==> src/rtl/vga_text_grid_renderer.sv <==
// VGA timing generator with a COLS x ROWS font-glyph text grid, runtime scaling and row highlight.
// Optional blinking cursor when VGA_TEXT_CURSOR_EN is defined.
module vga_text_grid_renderer #(
    parameter int H_RES  = 640,
    parameter int H_FP   = 16,
    parameter int H_SYNC = 96,
    parameter int H_BP   = 48,
    parameter int V_RES  = 480,
    parameter int V_FP   = 10,
    parameter int V_SYNC = 2,
    parameter int V_BP   = 33,
    parameter int FONT_W = 8,
    parameter int FONT_H = 16,
    parameter int COLS   = 40,
    parameter int ROWS   = 20,
    parameter int CHAR_W = 7,
    parameter int RGB_W  = 3,
    parameter int TXT_AW = $clog2(COLS*ROWS),
    parameter int ROM_AW = CHAR_W + $clog2(FONT_H)
) (
    input  logic              clk,
    input  logic              rst,
    input  logic [3:0]        scale_x,
    input  logic [3:0]        scale_y,
    input  logic [RGB_W-1:0]  col_fg,
    input  logic [RGB_W-1:0]  col_bg,
    input  logic [RGB_W-1:0]  col_sel_fg,
    input  logic [RGB_W-1:0]  col_sel_bg,
    input  logic [7:0]        sel_row,
`ifdef VGA_TEXT_CURSOR_EN
    input  logic [7:0]        cursor_col,
    input  logic [7:0]        cursor_row,
`endif
    output logic [TXT_AW-1:0] txt_addr,
    input  logic [CHAR_W-1:0] txt_q,
    output logic [ROM_AW-1:0] rom_addr,
    input  logic [FONT_W-1:0] rom_q,
    output logic [RGB_W-1:0]  rgb,
    output logic              hsync,
    output logic              vsync,
    output logic              frame_start
);

    localparam int H_TOT = H_RES + H_FP + H_SYNC + H_BP;
    localparam int V_TOT = V_RES + V_FP + V_SYNC + V_BP;
    localparam int HW    = $clog2(H_TOT);
    localparam int VW    = $clog2(V_TOT);
    localparam int FCW   = $clog2(FONT_W + 1);
    localparam int FLW   = $clog2(FONT_H + 1);
    localparam int FLA   = $clog2(FONT_H);
    localparam int CCW   = $clog2(COLS + 1);
    localparam int CRW   = $clog2(ROWS + 1);

    localparam logic [HW-1:0]     H_LAST   = HW'(H_TOT - 1);
    localparam logic [HW-1:0]     H_RES_C  = HW'(H_RES);
    localparam logic [HW-1:0]     HS_BEG   = HW'(H_RES + H_FP);
    localparam logic [HW-1:0]     HS_END   = HW'(H_RES + H_FP + H_SYNC);
    localparam logic [VW-1:0]     V_LAST   = VW'(V_TOT - 1);
    localparam logic [VW-1:0]     V_RES_C  = VW'(V_RES);
    localparam logic [VW-1:0]     VS_BEG   = VW'(V_RES + V_FP);
    localparam logic [VW-1:0]     VS_END   = VW'(V_RES + V_FP + V_SYNC);
    localparam logic [FCW-1:0]    FW_C     = FCW'(FONT_W);
    localparam logic [FLW-1:0]    FH_C     = FLW'(FONT_H);
    localparam logic [CCW-1:0]    COLS_C   = CCW'(COLS);
    localparam logic [CCW-1:0]    COL_LAST = CCW'(COLS - 1);
    localparam logic [CRW-1:0]    ROWS_C   = CRW'(ROWS);
    localparam logic [CRW-1:0]    ROW_LAST = CRW'(ROWS - 1);
    localparam logic [TXT_AW-1:0] COLS_A   = TXT_AW'(COLS);

    typedef struct packed {
        logic           act;
        logic           hs;
        logic           vs;
        logic           fs;
        logic           grid;
        logic           sel;
        logic           cur;
        logic [FCW-1:0] fcol;
        logic [FLW-1:0] fline;
    } stage_t;

    logic [HW-1:0]     h;
    logic [VW-1:0]     v;
    logic [3:0]        sx_cnt, sy_cnt, sx_r, sy_r;
    logic [FCW-1:0]    fcol;
    logic [FLW-1:0]    fline;
    logic [CCW-1:0]    ccol;
    logic [CRW-1:0]    crow;
    logic [TXT_AW-1:0] addr_cur, row_base;

    logic [3:0]        sx_in, sy_in, sx_eff;
    logic              at_origin, line_end, frame_end, x_tick, y_tick, row_wrap, in_grid0, cur0;
    logic [TXT_AW-1:0] row_base_nx;
    stage_t            s0, s1, s2, s3;

    always_comb begin
        sx_in       = (scale_x == 4'd0) ? 4'd1 : scale_x;
        sy_in       = (scale_y == 4'd0) ? 4'd1 : scale_y;
        at_origin   = (h == '0) && (v == '0);
        // The frame-start pixel already uses the freshly sampled horizontal scale.
        sx_eff      = at_origin ? sx_in : sx_r;
        line_end    = (h == H_LAST);
        frame_end   = line_end && (v == V_LAST);
        x_tick      = (sx_cnt == sx_eff - 4'd1);
        y_tick      = (sy_cnt == sy_r - 4'd1);
        row_wrap    = y_tick && (fline == FH_C);
        row_base_nx = (row_wrap && crow < ROW_LAST) ? row_base + COLS_A : row_base;
        in_grid0    = (ccol < COLS_C) && (crow < ROWS_C);
    end

    always_ff @(posedge clk or posedge rst) begin
        if (rst) begin
            h        <= '0;
            v        <= '0;
            sx_cnt   <= '0;
            sy_cnt   <= '0;
            sx_r     <= 4'd1;
            sy_r     <= 4'd1;
            fcol     <= '0;
            fline    <= '0;
            ccol     <= '0;
            crow     <= '0;
            addr_cur <= '0;
            row_base <= '0;
        end else begin
            if (at_origin) begin
                sx_r <= sx_in;
                sy_r <= sy_in;
            end
            if (frame_end) begin
                h        <= '0;
                v        <= '0;
                sx_cnt   <= '0;
                sy_cnt   <= '0;
                fcol     <= '0;
                fline    <= '0;
                ccol     <= '0;
                crow     <= '0;
                addr_cur <= '0;
                row_base <= '0;
            end else if (line_end) begin
                h        <= '0;
                v        <= v + 1'b1;
                sx_cnt   <= '0;
                fcol     <= '0;
                ccol     <= '0;
                addr_cur <= row_base_nx;
                row_base <= row_base_nx;
                if (y_tick) begin
                    sy_cnt <= '0;
                    if (fline == FH_C) begin
                        fline <= '0;
                        if (crow < ROWS_C)
                            crow <= crow + 1'b1;
                    end else begin
                        fline <= fline + 1'b1;
                    end
                end else begin
                    sy_cnt <= sy_cnt + 1'b1;
                end
            end else begin
                h <= h + 1'b1;
                if (x_tick) begin
                    sx_cnt <= '0;
                    if (fcol == FW_C) begin
                        fcol <= '0;
                        if (ccol < COLS_C)
                            ccol <= ccol + 1'b1;
                        if (ccol < COL_LAST)
                            addr_cur <= addr_cur + 1'b1;
                    end else begin
                        fcol <= fcol + 1'b1;
                    end
                end else begin
                    sx_cnt <= sx_cnt + 1'b1;
                end
            end
        end
    end

`ifdef VGA_TEXT_CURSOR_EN
    logic [4:0] frame_cnt;

    always_ff @(posedge clk or posedge rst) begin
        if (rst)
            frame_cnt <= '0;
        else if (frame_end)
            frame_cnt <= frame_cnt + 1'b1;
    end

    assign cur0 = in_grid0 && frame_cnt[4] &&
                  (8'(ccol) == cursor_col) && (8'(crow) == cursor_row);
`else
    assign cur0 = 1'b0;
`endif

    always_comb begin
        s0       = '0;
        s0.act   = (h < H_RES_C) && (v < V_RES_C);
        s0.hs    = (h >= HS_BEG) && (h < HS_END);
        s0.vs    = (v >= VS_BEG) && (v < VS_END);
        s0.fs    = at_origin;
        s0.grid  = in_grid0;
        s0.sel   = in_grid0 && (fline < FH_C) && (8'(crow) == sel_row);
        s0.cur   = cur0;
        s0.fcol  = fcol;
        s0.fline = fline;
    end

    always_ff @(posedge clk or posedge rst) begin
        if (rst) begin
            txt_addr <= '0;
            s1       <= '0;
            s2       <= '0;
            s3       <= '0;
        end else begin
            if (in_grid0)
                txt_addr <= addr_cur;
            s1 <= s0;
            s2 <= s1;
            s3 <= s2;
        end
    end

    // The ROM address is formed from the RAM output directly so the ROM read fits in S2.
    assign rom_addr = s2.grid ? ROM_AW'({s2.fline[FLA-1:0], txt_q}) : '0;

    logic [FONT_W-1:0] glyph_sh;
    logic              glyph_on;
    logic [RGB_W-1:0]  fg_c, bg_c, pix, rgb_nx;

    always_comb begin
        fg_c     = s3.sel ? col_sel_fg : col_fg;
        bg_c     = s3.sel ? col_sel_bg : col_bg;
        glyph_sh = rom_q << s3.fcol;
        glyph_on = s3.grid && (s3.fcol < FW_C) && (s3.fline < FH_C) && glyph_sh[FONT_W-1];
        pix      = (glyph_on ^ s3.cur) ? fg_c : bg_c;
        rgb_nx   = s3.act ? pix : '0;
    end

    always_ff @(posedge clk or posedge rst) begin
        if (rst) begin
            rgb         <= '0;
            hsync       <= 1'b0;
            vsync       <= 1'b0;
            frame_start <= 1'b0;
        end else begin
            rgb         <= rgb_nx;
            hsync       <= s3.hs;
            vsync       <= s3.vs;
            frame_start <= s3.fs;
        end
    end

endmodule
==> config.mk <==
export PLATFORM = sky130hd
export DESIGN_NAME = vga_text_grid_renderer
export DESIGN_NICKNAME = d
export VERILOG_FILES = /design/src/rtl/vga_text_grid_renderer.sv
export SDC_FILE = /design/constraint.sdc
export NUM_CORES = 1
export LEC_CHECK = 0
export ABC_AREA = 1
export BUFFER_PORTS_ARGS = -buffer_cell sky130_fd_sc_hd__buf_2
export CORE_AREA = 2 2 137 139
export DETAILED_ROUTE_END_ITERATION = 8
export DIE_AREA = 0 0 139 141
export HOLD_SLACK_MARGIN = 0.06
export PLACE_DENSITY_LB_ADDON = 0.05
export SLEW_MARGIN = 20
export SYNTH_ARGS = -nofsm -noshare
export SYNTH_HDL_FRONTEND = slang
export SYNTH_SLANG_ARGS = --single-unit
==> constraint.sdc <==
create_clock -name clk -period 5 [get_ports clk]
set_input_delay 0.5 -clock clk [delete_from_list [all_inputs] [get_ports clk]]
set_output_delay 0.5 -clock clk [all_outputs]
set_load 0.05 [all_outputs]
# Yosys cells after proc, flatten, opt, wreduce, memory -nomap -nowiden
# Cells that the tools add are included.
[word_totals]
output_inout_bits = 27
n_memories = 0
elab_cells = 147
regBits = 137
rom_bits = 0
latch_bits = 0
ram_bits = 0
[classes]
shifts = 1
n_reduce_logical = 29
eq_ne = 7
addsub = 12
bitwise_logic = 0
n_mux = 44
magnitude_cmp = 13
n_div = 0
multipliers = 0
[ops]
columns = ["operator", "n"]
rows = [
  ["10-bit two-way mux", 12],
  ["4-bit two-way mux", 13],
  ["5-bit two-way mux", 9],
  ["10-bit by 1-bit adder with 10-bit output, second input constant", 3],
  ["6-bit two-way mux", 5],
  ["10-bit == test, second input constant", 2],
  ["10-bit zero test", 2],
  ["10-bit < comparator, second input constant", 2],
  ["10-bit by 9-bit < comparator with 1-bit output, second input constant", 2],
  ["5-bit < comparator, second input constant", 4],
  ["1-bit logical AND", 13],
  ["4-bit by 1-bit adder with 4-bit output, second input constant", 3],
  ["6-bit < comparator, second input constant", 2],
  ["3-bit two-way mux", 4],
  ["3-bit nonzero test", 4],
  ["11-bit two-way mux", 1],
  ["10-bit by 6-bit adder with 10-bit output, second input constant", 1],
  ["5-bit by 1-bit adder with 5-bit output, second input constant", 2],
  ["10-bit greater-or-equal comparator, second input constant", 1],
  ["10-bit by 9-bit greater-or-equal comparator with 1-bit output, second input constant", 1],
  ["4-bit == test", 2],
  ["5-bit by 8-bit == test with 1-bit output", 1],
  ["4-bit zero test", 2],
  ["2-bit nonzero test", 4],
  ["other kinds (9)", 11],
]

# Longest topological paths before layout
# Gate-level depths: netlist (run 1).
[depth]
ltp_word = 8
depth_mapped = 20
depth_no_buf = 19

# Worst setup path before layout (run 1)
# Ideal clock, no wire load.
[synth_path]
path_kind = "flip-flop to flip-flop"
from = "reg sy_r[0]"
to = "reg addr_cur[5]"
synth_period_minus_slack_ns = 2.198
setup_ns = 0.065
slack_ns = 2.802
arrival_time_ns = 2.133
path_stages_with_launch = 15
path_buffers = 0
required_time_ns = 4.935
cell_sequence = "dfstp_2 -> inv_1 -> ha_1 -> or2_2 -> nand4_1 -> nor2_1 -> nand2_1 -> inv_1 -> nand2_1 -> inv_1 -> nand2_1 -> nand2_1 -> o21ai_0 -> nand3_1 -> nand2_1"
[synth_via]
elab_chain_len = 7
[synth_rtl]
columns = ["element", "line", "source"]
rows = [
  ["from (decl)", "84", "logic [3:0] sx_cnt, sy_cnt, sx_r, sy_r;"],
  ["from (signal assigned)", "128", "sy_r <= sy_in;"],
  ["4-bit by 1-bit subtractor with 4-bit output", "105", "y_tick = (sy_cnt == sy_r - 4'd1);"],
  ["4-bit == test", "105", ""],
  ["1-bit logical AND", "106", "row_wrap = y_tick && (fline == FH_C);"],
  ["1-bit logical AND", "107", "row_base_nx = (row_wrap && crow < ROW_LAST) ? row_base + COLS_A : row_base;"],
  ["10-bit two-way mux", "107", ""],
  ["10-bit two-way mux", "141", "end else if (line_end) begin"],
  ["10-bit two-way mux", "130", "if (frame_end) begin"],
  ["to (signal assigned)", "147", "addr_cur <= row_base_nx;"],
  ["to (signal assigned)", "170", "addr_cur <= addr_cur + 1'b1;"],
  ["to (decl)", "89", "logic [TXT_AW-1:0] addr_cur, row_base;"],
]
# No other way between the ends.
# A chain may end at the register's enable or synchronous reset.

# Worst setup path in the final report (run 1)
# Same ends and word-level chain as after synthesis.

==> results of run 1 <==
## sequential cells by signal, indices dropped and copies added, names as in the netlist, 7 cells and up
signal	cells
s2	15
row_base	7
h	10
addr_cur	10
s1	15
txt_addr	10
v	10
s3	11
## final timing paths
check,startpoint,slack [ns],cells past startpoint,to
max,sy_r[0]$_DFFE_PP1N_,2.35,14,addr_cur[5]$_DFFE_PP0P_
min,rst,0.26,2,s1[6]$_DFF_PP0_
max reg2reg,sy_r[0]$_DFFE_PP1N_,2.35,14,addr_cur[5]$_DFFE_PP0P_
min reg2reg,s2[5]$_DFF_PP0_,0.35,0,s3[5]$_DFF_PP0_
max in group asynchronous,rst,3.72,3,s3[15]$_DFF_PP0_
min in group clk,scale_y[2],0.30,3,sy_r[2]$_DFFE_PP0N_
## per-stage QoR
stage | total power, mW | setup WS [ns]
floorplan | 1.52 | 1.03
CTS | 2.98 | 2.35
finish | 2.94 | 2.35
global route | 3.10 | 2.07
detailed placement | 1.62 | 2.38
global placement | 1.60 | 2.38
## layout make-up
cell class                 count  area [um^2]  area share [%]
tap                          234          293            3.83
sequential                   130         3260            42.6
timing repair buffer          75          385            5.05
inverter                     107          405            5.31
multi-input combinational    472         2660            34.8
clock inverter                10          181            2.38
clock buffer                  22          454            5.95
## cells in the final DEF, fill, tap and decap left out, types with 10 or more instances in the layout
cell type  netlist  layout
a21oi_1         22      22
inv_1          100      99
nand3_1         45      45
nand2_1        156     156
nand4_1         16      16
clkbuf_16        0      17
dfrtp_1        128     128
nor2_1          54      54
nor3_1          15      15
xor2_1          24      24
nand2_2         10      10
ha_1            15      15
o21ai_0         40      40
buf_2            2      71
## critical path, delay by kind of cell (launching register included)
kind,cells,cell delay [ns]
compound gates,1,0.18
flops,1,0.54
simple gates,9,1.27
fa+ha+maj,1,0.30
buf+inv,3,0.32
## power by group through the flow
| stage | Combinational [mW] | Clock, mW | Sequential [mW] |
|---|---|---|---|
| floorplan | 0.257 | 0 | 1.26 |
| global placement | 0.375 | 0 | 1.23 |
| detailed placement | 0.384 | 0 | 1.23 |
| CTS | 0.386 | 1.38 | 1.21 |
| global route | 0.435 | 1.44 | 1.23 |
| finish | 0.379 | 1.35 | 1.21 |
## cells in the mapped netlist, types with 2 or more instances
| master | number |
|---|---|
| inv_1 | 100 |
| nand3_4 | 3 |
| o22ai_1 | 3 |
| or2_2 | 3 |
| mux2i_1 | 3 |
| nor4_1 | 6 |
| inv_2 | 5 |
| o32ai_1 | 3 |
| o21ai_1 | 5 |
| nand2_1 | 156 |
| mux2_2 | 3 |
| nor2_4 | 6 |
| o21ai_0 | 40 |
| nand3_1 | 45 |
| clkbuf_1 | 4 |
| nand4_1 | 16 |
| nor2_2 | 4 |
| o21a_1 | 2 |
| dfrtp_1 | 128 |
| xnor2_1 | 9 |
| nand2_2 | 10 |
| a21oi_1 | 22 |
| nor3_1 | 15 |
| nand3_2 | 2 |
| a21boi_1 | 2 |
| buf_2 | 2 |
| o211ai_1 | 3 |
| nand2_4 | 3 |
| nor2_1 | 54 |
| nor3b_1 | 2 |
| xor2_1 | 24 |
| dfstp_2 | 2 |
| ha_1 | 15 |
## cell families (layout without fill, tap and decap cells)
logic type	count (synthesis)	in the layout	share of synthesized area [%]
buf+inv	116	214	7.20
compound gates	87	87	8.01
xor+xnor	33	33	4.53
flops	130	130	51.1
simple gates	331	331	25.2
mux	6	6	1.00
fa+ha+maj	15	15	2.94
## layer usage
layer | wire length, um | vias up | track usage [%]
li1 | - | 2486 | -
met1 | 6820 | 2305 | 21.1
met4 | 204 | 0 | 5.10
met3 | 765 | 18 | 4.04
met2 | 6500 | 122 | 24.4
met5 | 0 | - | 0
==> flow_summary.yaml, run 1 <==
clocking:
  cts.sinks: 130
  cts_root_buf: "clkbuf_16"
  numCtsBuffers: 17
  cts_resized: 0
  postCtsSetupBuffers: 0
  cts_buffer_depth: 2
  clk_pin_slew_worst_paths_ns: 0.06
  insertion_delay_ns: 0.42
  postCtsHoldBufs: 0
  tritoncts: "yes"
  htree_levels: 4
logic_synthesis:
  ys.flop_type: "dfrtp_1"
  ys_ff_latch: 130
  yosys-top-cells-area: "dfrtp_1 (50%), nand2_1 (9.2%), inv_1 (5.9%)"
  synth.avg_cell_area_um2: 8.88
  yosys_warnings: 0
  synth_nets: 778
  ys_types: 51
  ys_seq_area_share_pct: 51.1
  synth_edf_count: 0
  yosysTopAreaCell: "dfrtp_1"
  synth_area_mm2: 0.00637
  synth_cells: 718
  ys_async_sr_fraction_pct: 100
  synth_top_area_share_pct: 50.2
critical_path:
  crit_chain: "inv_1 -> ha_1 -> or2_2 -> nand4_1 -> nor2_1 -> nand2_1 -> inv_1 -> nand2_1 -> inv_1 -> nand2_1 -> nand2_1 -> o21ai_0 -> nand3_1 -> nand2_1"
  cpPeakStageDelay_ns: 0.54
  start_kind: "flip-flop"
  cp.arrival_ns: 3.00
  cp-end-kind: "flip-flop"
  worstPathMaxFanout: 10
  required_ns: 5.35
  cp_slowest_cell: "dfstp_2"
  crit_type: "flip-flop to flip-flop"
  worst_path_most_repeated_cell: "nand2_1"
sta:
  rsz0062_at_grt: "false"
  final_hold_viol_count: 0
  hold_slack_ns: 0.261
  period_needed_ns: 2.65
  tns_ns: 0
  drv_slew: 0
  fmax_ghz: 0.377
  skew_ns: 0.0109
  relSlewSlack_pct: 42.8
  finalCritPeriodShare_pct: 53.1
  tightest_slew_ns: 0.858
  finalSetupViolations: 0
die:
  rows: 50
  core_mm2: 0.0183
  io-pin-count: 72
  chipHeight_um: 141
  fp.dieW_um: 139
  die-area_mm2: 0.0196
  initial_core_util_pct: 34.9
detailed_routing:
  via_per_inst: 4.70
  drc: 0
  ant_nets: 0
  drt_iter0_drc: 341
  wirelength_um: 14300
  wl_per_cell_um: 13.6
  vias: 4931
  drt_pass1_iterations: 4
global_routing:
  track_usage_pct: 15.6
  grt-ovfl-total: 0
  antenna_found_initial: 0
  grt_max_degree: 69
  grt_pass1_wl_um: 24300
  grt_pass1_vias: 4880
pwr:
  switchingPower_mw: 0.768
  power_density_mw_per_mm2: 385
  comb_power_share_pct: 12.9
  p_int_mw: 2.17
  p_leak_nw: 3.94
  vdd_drop_max_v: 0.000274
  p_seq_share_pct: 41.2
  clkPwrFrac_pct: 45.9
  p_sw_share_pct: 26.1
layout:
  final_cell_count_no_fill: 1050
  final_core_util_pct: 41.8
  nets: 863
  synthToLayoutAreaGrowth_pct: 19.8
  num_antenna_cells: 0
  finalInstanceArea_mm2: 0.00763
  drive_above_1_share_pct: 18.6
  final.fill_count: 1822
job:
  drv_cap: 0
place:
  portBuffers: 71
  gp_congestion: 0.854
  dp.cells: 1018
  hpwlAfterDp_um: 10400
  placed_area_mm2: 0.00700
hold_path:
  hp-class: "input pin to asynchronous set/reset pin"
run_status:
  status: "finished clean"
Power figures use the tool's default switching activity.
==> run 2, diff against run 1 <==
clock period = 2.6 ns   (was 5 ns; I/O delays follow)
==> run 2 against run 1 <==
  * Worst hold slack worse by 0.17 ns
  * Wire length is 0.94% higher
  * Sequential share of layout area is 1.2 points lower
  * Maximum frequency rose by 13%
  * Via count is 2.0% higher
  * Count of clock-buffer cells in the layout shrank 2
  * Clock skew shrank 0.0057 ns
  * Non-clock buffer count is 21 higher
  * Critical path depth grew 4
  * Critical path type unchanged
  * Largest cell class unchanged
  * Largest power group unchanged
==> flow_summary.yaml, run 2 (synthesized netlist as in run 1, its figures left out) <==
clocking:
  htree_levels: 4
  insertion_delay_ns: 0.42
  cts.sinks: 130
  cts_buffer_depth: 2
  postCtsSetupBuffers: 0
  clk_pin_slew_worst_paths_ns: 0.06
  cts_root_buf: "clkbuf_16"
  numCtsBuffers: 17
  tritoncts: "yes"
critical_path:
  crit_path_end: "ccol[0]$_DFFE_PP0P_"
  r2r_slack_ns: 0.24
  start_kind: "flip-flop"
  crit_type: "flip-flop to flip-flop"
  cp.arrival_ns: 2.67
  worstPathMaxFanout: 10
  rr_worst_depth: 18
  r2r_start: "v[1]$_DFFE_PP0P_"
  cp-end-kind: "flip-flop"
  r2r-end: "ccol[0]$_DFFE_PP0P_"
  required_ns: 2.91
  crit_start: "v[1]$_DFFE_PP0P_"
layout:
  final_common_cell: "nand2_1"
  drive_above_1_share_pct: 21.4
  final_core_util_pct: 43.0
  top_regs: "s1 x15, s2 x15, s3 x11"
  layout_common_cells: "nand2_1 (155), dfrtp_1 (127), inv_1 (98)"
  final_cell_count_no_fill: 1071
  num_antenna_cells: 0
  nets: 884
  finalInstanceArea_mm2: 0.00785
  synthToLayoutAreaGrowth_pct: 23.2
die:
  initial_core_util_pct: 34.9
  fp.dieW_um: 139
  chipHeight_um: 141
  io-pin-count: 72
  die-area_mm2: 0.0196
  rows: 50
  core_mm2: 0.0183
sta:
  drv_slew: 0
  tightest_slew_ns: 0.676
  finalCritPeriodShare_pct: 90.7
  finalSetupViolations: 0
  fin_ws_ns: 0.243
  tns_ns: 0
  skew_ns: 0.00527
  period_needed_ns: 2.36
  final_hold_viol_count: 0
  hold_slack_ns: 0.0904
  fmax_ghz: 0.424
  relSlewSlack_pct: 54.8
  rsz0062_at_grt: "false"
place:
  placed_area_mm2: 0.00719
  dp_slack_ns: 0.128
  hpwlAfterDp_um: 10500
  dp.cells: 1035
  gp_congestion: 0.857
  portBuffers: 71
detailed_routing:
  wl_met2_um: 6640
  drt_iter0_drc: 212
  drc: 0
  highest_layer: "met4"
  vias: 5032
  ant_nets: 0
  via_per_inst: 4.70
  dr_wl_met3_um: 539
  wl_per_cell_um: 13.5
  wirelength_um: 14400
  drt_pass1_iterations: 5
  wl_met1_um: 7000
pwr:
  p_leak_nw: 4.03
  total_power_mw: 5.51
  vdd_drop_max_v: 0.000481
  power_density_mw_per_mm2: 702
job:
  drv_cap: 0
global_routing:
  grt_max_degree: 59
  antenna_found_initial: 0
  track_usage_pct: 15.7
  grt-ovfl-total: 0
  grt_pass1_wl_um: 24500
  grt_pass1_vias: 5010
hold_path:
  hp-class: "input pin to flip-flop"
run_status:
  status: "finished clean"
run 2: cell count changes in the layout (fill, tap and decap cells not counted), moves of 2 or more:
cell and change:
buf_12 +5, buf_4 +12, bufinv_16 -3, clkbuf_1 -4
clkbuf_8 +2, clkinvlp_4 +5, dlygate4sd3_1 +3
run 2: layout make-up:
type,instances,area (um^2)
fillers,1776,10400
repair buffers,96,631
well taps,234,293
clock buffers,20,467
inverters,107,407
clock inverters,12,130
multi-input cells,472,2670
flip-flops and latches,130,3260
run 2: report_power, final:
part           switching [mW]  internal, mW  total, mW
clock                   0.915          1.48       2.40
combinational           0.485         0.285      0.769
sequential              0.137          2.20       2.34
total                    1.54          3.97       5.51
run 2: how the worst min path moves through the flow:
stage | from | depth (start not counted) | slack, ns | end
floorplan | s3[12]$_DFF_PP0_ | 0 | 0.33 | frame_start$_DFF_PP0_
finish | scale_y[1] | 3 | 0.09 | sy_r[1]$_DFFE_PP0N_
detailed placement | s3[14]$_DFF_PP0_ | 0 | 0.33 | hsync$_DFF_PP0_
global route | scale_y[1] | 3 | 0.11 | sy_r[1]$_DFFE_PP0N_
global placement | s3[13]$_DFF_PP0_ | 0 | 0.33 | vsync$_DFF_PP0_
CTS | scale_y[1] | 3 | 0.08 | sy_r[1]$_DFFE_PP0N_
run 2: repair_timing:
| action | CTS | global route |
|---|---|---|
| hold endpoints to repair | 28 | 0 |
| gates resized for setup | 0 | 5 |
| setup endpoints to repair | 0 | 16 |
| hold buffers | 3 | 0 |
run 2: routing by layer:
layer  global-route usage [%]  vias up
met3                     3.33       20
met5                        0        -
met4                     6.38        0
li1                         -     2526
met1                     20.7     2380
met2                     25.2      106
run 2: critical path, cell delays in order, from the launching register on:
cell and delay [ns]:
dfrtp_2 0.44, inv_1 0.08, ha_2 0.18, inv_1 0.06, nor2_2 0.12, nand2_4 0.08
nor2_8 0.12, nand3_4 0.11, nand2_1 0.10, nand2_2 0.09, nand3_2 0.11, nand2_1 0.07
nand2_2 0.10, nand3_4 0.10, nand2_2 0.12, buf_12 0.16, nand2_4 0.08, nand2_1 0.08
nand2_1 0.05
